### config.mk
export PLATFORM = sky130hd
export DESIGN_NAME = dac_feed_ctrl
export DESIGN_NICKNAME = d
export VERILOG_FILES = /design/src/rtl/dac_feed_ctrl.sv
export SDC_FILE = /design/constraint.sdc
export NUM_CORES = 1
export LEC_CHECK = 0
export ABC_CLOCK_PERIOD_IN_PS = 2700
export BUFFER_PORTS_ARGS = -buffer_cell sky130_fd_sc_hd__buf_2
export CORE_MARGIN = 1.5
export CORE_UTILIZATION = 53
export CTS_BUF_LIST = sky130_fd_sc_hd__clkbuf_8 sky130_fd_sc_hd__clkbuf_16
export DETAILED_ROUTE_END_ITERATION = 10
export PLACE_DENSITY = 0.8
export SKIP_CTS_REPAIR_TIMING = 1
export SYNTH_ARGS = -nofsm -noshare
export SYNTH_HDL_FRONTEND = slang
export SYNTH_SLANG_ARGS = --single-unit
### constraint.sdc
create_clock -name clk -period 2.7 [get_ports clk]
set_input_delay 0.135 -clock clk [delete_from_list [all_inputs] [get_ports clk]]
set_output_delay 0.135 -clock clk [all_outputs]
set_load 0.03 [all_outputs]
### src/rtl/dac_feed_ctrl.sv
// dac_feed_ctrl
// Feeds a DAC data register from two sample requesters at a programmable
// sample rate. The arbiter is either fixed priority (requester 0 first) or
// round-robin. A sample slot in RUN that has no valid requester is counted
// in a saturating underflow counter.
//
// Build option: define DAC_FEED_OFFSET_BIN_EN to convert two's complement
// samples to offset binary (MSB inverted) on their way to the DAC.
module dac_feed_ctrl #(
    parameter int DATA_W = 14,
    parameter int DIV_W  = 16
) (
    input  logic              clk,
    input  logic              rst_n,
    input  logic              i_enable,
    input  logic [DIV_W-1:0]  i_rate_div,
    input  logic              i_prio_fixed,
    input  logic              i_clr_underflow,
    input  logic              i_req0_valid,
    input  logic [DATA_W-1:0] i_req0_data,
    input  logic              i_req1_valid,
    input  logic [DATA_W-1:0] i_req1_data,
    output logic              o_req0_ready,
    output logic              o_req1_ready,
    output logic [DATA_W-1:0] o_dac_data,
    output logic              o_dac_strobe,
    output logic [1:0]        o_grant,
    output logic [15:0]       o_underflow_cnt,
    output logic [1:0]        o_state
);

    typedef enum logic [1:0] {
        ST_IDLE  = 2'd0,
        ST_ARMED = 2'd1,
        ST_RUN   = 2'd2
    } state_t;

`ifdef DAC_FEED_OFFSET_BIN_EN
    localparam logic [DATA_W-1:0] DAC_RST_VAL = {1'b1, {(DATA_W-1){1'b0}}};
`else
    localparam logic [DATA_W-1:0] DAC_RST_VAL = '0;
`endif

    // Maps an accepted sample to the DAC code.
    function automatic logic [DATA_W-1:0] to_dac(input logic [DATA_W-1:0] s);
`ifdef DAC_FEED_OFFSET_BIN_EN
        return {~s[DATA_W-1], s[DATA_W-2:0]};
`else
        return s;
`endif
    endfunction

    state_t            state, state_nxt;
    logic [1:0]        rst_sync;
    logic              rst_int_n;
    logic [DIV_W-1:0]  div_cnt;
    logic [DIV_W-1:0]  rate_q;
    logic              tick;
    logic              slot;
    logic              rr_last1;
    logic              prefer1;
    logic              gnt1;
    logic              xfer0;
    logic              xfer1;
    logic              xfer;
    logic              underflow;

    // Reset synchroniser: assertion is immediate, release is aligned to clk.
    always_ff @(posedge clk or negedge rst_n) begin
        if (!rst_n) begin
            rst_sync <= 2'b00;
        end else begin
            // NOTE: sequential state always uses non-blocking assignments so every
            // flop samples the pre-edge values, independent of statement order.
            rst_sync <= {rst_sync[0], 1'b1};
        end
    end

    assign rst_int_n = rst_sync[1];

    // Sample-rate divider; the period is reloaded only at wrap (and while idle).
    always_ff @(posedge clk or negedge rst_int_n) begin
        if (!rst_int_n) begin
            div_cnt <= '0;
            rate_q  <= '0;
        end else if (state == ST_IDLE || tick) begin
            div_cnt <= '0;
            rate_q  <= i_rate_div;
        end else begin
            div_cnt <= div_cnt + 1'b1;
        end
    end

    assign tick = (state != ST_IDLE) && (div_cnt == rate_q);

    // A usable slot also needs i_enable, so ready drops the moment enable falls.
    assign slot = tick && i_enable;

    // Arbiter: the favoured requester gets the grant unless it is idle while the
    // other one is valid, so exactly one requester sees ready in a slot.
    assign prefer1      = !i_prio_fixed && !rr_last1;
    assign gnt1         = prefer1 ? (i_req1_valid || !i_req0_valid)
                                  : (i_req1_valid && !i_req0_valid);
    assign o_req0_ready = slot && !gnt1;
    assign o_req1_ready = slot && gnt1;

    assign xfer0     = o_req0_ready && i_req0_valid;
    assign xfer1     = o_req1_ready && i_req1_valid;
    assign xfer      = xfer0 || xfer1;
    assign underflow = slot && (state == ST_RUN) && !i_req0_valid && !i_req1_valid;

    // State register.
    always_ff @(posedge clk or negedge rst_int_n) begin
        if (!rst_int_n) state <= ST_IDLE;
        else            state <= state_nxt;
    end

    // Next-state logic.
    always_comb begin
        // NOTE: default assigned first so every path drives state_nxt; no latch.
        state_nxt = state;
        unique case (state)
            ST_IDLE:  if (i_enable)  state_nxt = ST_ARMED;
            ST_ARMED: if (!i_enable) state_nxt = ST_IDLE;
                      else if (xfer) state_nxt = ST_RUN;
            ST_RUN:   if (!i_enable) state_nxt = ST_IDLE;
            default:  state_nxt = ST_IDLE;
        endcase
    end

    assign o_state = state;

    // DAC register, strobe, grant and round-robin pointer, all updated on transfer.
    always_ff @(posedge clk or negedge rst_int_n) begin
        if (!rst_int_n) begin
            o_dac_data   <= DAC_RST_VAL;
            o_dac_strobe <= 1'b0;
            o_grant      <= 2'b00;
            rr_last1     <= 1'b1;
        end else begin
            o_dac_strobe <= xfer;
            if (xfer) begin
                o_dac_data <= to_dac(xfer1 ? i_req1_data : i_req0_data);
                o_grant    <= {xfer1, xfer0};
                rr_last1   <= xfer1;
            end
        end
    end

    // Saturating underflow counter; clear has priority over increment.
    always_ff @(posedge clk or negedge rst_int_n) begin
        if (!rst_int_n) begin
            o_underflow_cnt <= 16'h0000;
        end else if (i_clr_underflow) begin
            o_underflow_cnt <= 16'h0000;
        end else if (underflow && o_underflow_cnt != 16'hFFFF) begin
            o_underflow_cnt <= o_underflow_cnt + 16'h0001;
        end
    end

endmodule

==> results.ini <==
[cts]
cts_buffers = 9
clkTransAtPathRegs_ns = 0.07
numClockSinks = 70
cts_root_buf = clkbuf_8
htreeDepth = 3
cts_buffer_depth = 2
cts_tree = built
insertion_delay_ns = 0.35

[grt]
grtUsageTotal_pct = 21.0
antenna_found_initial = 0
grt_pass1_wl_um = 11600
grt.overflow.total = 0
grt_max_degree = 41
grt_pass1_vias = 2539

[logic_synthesis]
synthesis.area_um2 = 3490
yosysMostFrequentCell = dfrtp_1
async_flop_share_pct = 100
synthDominantCellAreaShare_pct = 49.5
synth_compound_area_share_pct = 6.03
synth_top_family_by_area = simple AND/OR/NAND/NOR gates
synth_fa_ha_area_share_pct = 0.718
synth_cells = 311
yosys.area_share.simple_pct = 17.2
yosys_warnings = 0
synth_xor_area_share_pct = 7.54
yosysUniqueCellTypes = 39
synth_common_cells = 69 x dfrtp_1, 48 x mux2_2, 29 x nor2_1
synth_edf_count = 0
avgSynthCellArea_um2 = 11.2
synthMuxAreaShare_pct = 15.8
ys.flop_type = dfrtp_1
syn-num-nets = 364
ys_ff_latch = 70
synth_seq_area_share_pct = 50.3
synth_top_cell_by_area = dfrtp_1
synth_area_leaders = dfrtp_1 50%, mux2_2 16%, xor2_1 6.5%

[detailed_routing]
remaining_drc_errors = 0
drtPass1Iterations = 4
vias = 2766
finalWirelength_um = 7380
routed_via_density = 5.69
drt_iter0_markers = 140
ant_nets = 0
wl_per_cell_um = 15.2

[placement]
dp_slack_ns = 0.353
place_hpwl_um = 5170
placedCellCount = 469
port-buffer-count = 87
gp_congestion = 0.838
placed_area_um2 = 4030

[timing]
setup_ws_ns = 0.139
tightestPinTransition_ns = 0.993
worst_slew_margin_rel_pct = 33.8
finClkSkew_ns = 0.00991
fin_hold_ws_ns = 0.0190
min_period_ns = 2.56
min_period_over_period_pct = 94.9
finalHoldViolCount = 0
drv_slew = 0
setup_viol = 0
max_freq_mhz = 390
tns_ns = 0

[layout]
postLayoutCoreUtil_pct = 67.1
instances_no_fill = 486
area_delta_synth_final_pct = 22.2
final_area_um2 = 4260
drive_above_1_share_pct = 40.6
num-nets-final = 457
diodes = 0

[die]
coreArea_um2 = 6350
dieArea_um2 = 7070
rows = 29
die_w_um = 84.1
ioPinCount = 88
fp.dieH_um = 84.1
initial_core_util_pct = 54.9

[worst_setup_path]
crit_chain = xor2_1, nor4_2, nand4_1, buf_4, buf_4, nand2b_1, nor2_1, buf_2
critPathSlowestCell = dfrtp_1
crit_type = flop to primary output
crit_fanout = 17
cp.buffers_inverters = 3
worstSetupStartpointType = flop
arrival_ns = 2.43
crit_top_cell = buf_4
crit_family = simple AND/OR/NAND/NOR gates
required_ns = 2.57
critPathCaptureType = primary output
max_stage_delay_ns = 0.45

[pwr]
clock_power_share_pct = 39.0
seq_power_share_pct = 51.4
p_switching_mw = 0.533
power_mw = 2.20
peakVddDrop_mv = 0.299
power.density_nw_per_um2 = 516
p_sw_share_pct = 24.3
p_leak_nw = 2.02
pwr-share-comb_pct = 9.6
p_int_mw = 1.67

[run]
maxCapViolCount = 0

[worst_hold_path]
min_path_type = primary input to flop

[run_status]
status = complete, no violations

==> power by group through the flow <==
stage	combinational [mW]	sequential, mW	clock [mW]
finish	0.211	1.13	0.857
global route	0.231	1.14	0.928
CTS	0.206	1.13	0.881
detailed placement	0.205	1.15	0
global placement	0.198	1.15	0
floorplan	0.104	1.17	0
==> worst register-to-register path, delay by kind of cell (launching register included) <==
family | cells | cell delay (ns)
mux | 1 | 0.37
xor+xnor | 1 | 0.18
simple gates | 3 | 0.67
buf+inv | 2 | 0.49
flops | 1 | 0.45
==> registers in the layout (all words and copies together) (netlist names) <==
| register | count |
|---|---|
| o_dac_strobe | 1 |
| o_state | 2 |
| rst_sync | 2 |
| rr_last1 | 1 |
| o_dac_data | 14 |
| div_cnt | 16 |
| o_underflow_cnt | 16 |
| rate_q | 16 |
| o_grant | 2 |
==> final timing paths <==
check | from | to | slack [ns] | depth (start not counted)
max | div_cnt[6] | o_req0_ready | 0.14 | 8
min | i_rate_div[7] | rate_q[7] | 0.02 | 2
max reg2reg | div_cnt[6] | o_dac_data[6] | 0.43 | 7
min reg2reg | rst_sync[1] | o_underflow_cnt[15] | 0.30 | 0
max in group asynchronous | rst_sync[1] | div_cnt[8] | 1.76 | 1
min in group asynchronous | rst_n | rst_sync[0] | 0.11 | 2
==> cell usage in the layout (no fill, tap or decap), types with 3 or more instances in the layout <==
cell | synthesis | layout
buf_4 | 1 | 6
o31ai_1 | 10 | 10
or4_1 | 11 | 11
nor4_2 | 0 | 3
inv_1 | 6 | 8
nor2b_1 | 6 | 6
buf_2 | 5 | 87
a21oi_1 | 10 | 10
clkbuf_8 | 0 | 11
and3_1 | 5 | 5
nand4_1 | 12 | 12
mux2_2 | 48 | 48
nand2_1 | 12 | 12
nor3_1 | 3 | 3
nor2_1 | 29 | 29
nand2b_1 | 4 | 4
dfrtp_1 | 69 | 68
xnor2_1 | 4 | 4
nand3_1 | 10 | 10
nor4_1 | 8 | 5
xor2_1 | 26 | 26
==> layer usage <==
metal	track usage (%)	share of wire [%]	wire [um]	up-vias
met3	5.34	5.4	399	10
met4	8.94	1.4	104	0
li1	-	-	-	1311
met1	26.7	43	3200	1354
met2	34.1	50	3680	91
met5	0	0	0	-
==> area by class of cell <==
type,count,area [um2]
fillers,515,2090
flip-flops and latches,70,1750
multi-input cells,222,1670
repair buffers,95,510
clock buffers,11,151
well taps,77,96.3
clock inverters,5,50.0
inverters,6,22.5
==> cells by family after synthesis <==
kind of cell             after synthesis
buffers and inverters                 19
AND/OR/NAND/NOR                      108
flip-flops                            70
AO/OA/AOI/OAI                         32
other                                  1
XOR/XNOR                              30
adder cells (fa/ha/maj)                2
multiplexers                          49
Power figures use the tool's default switching activity.
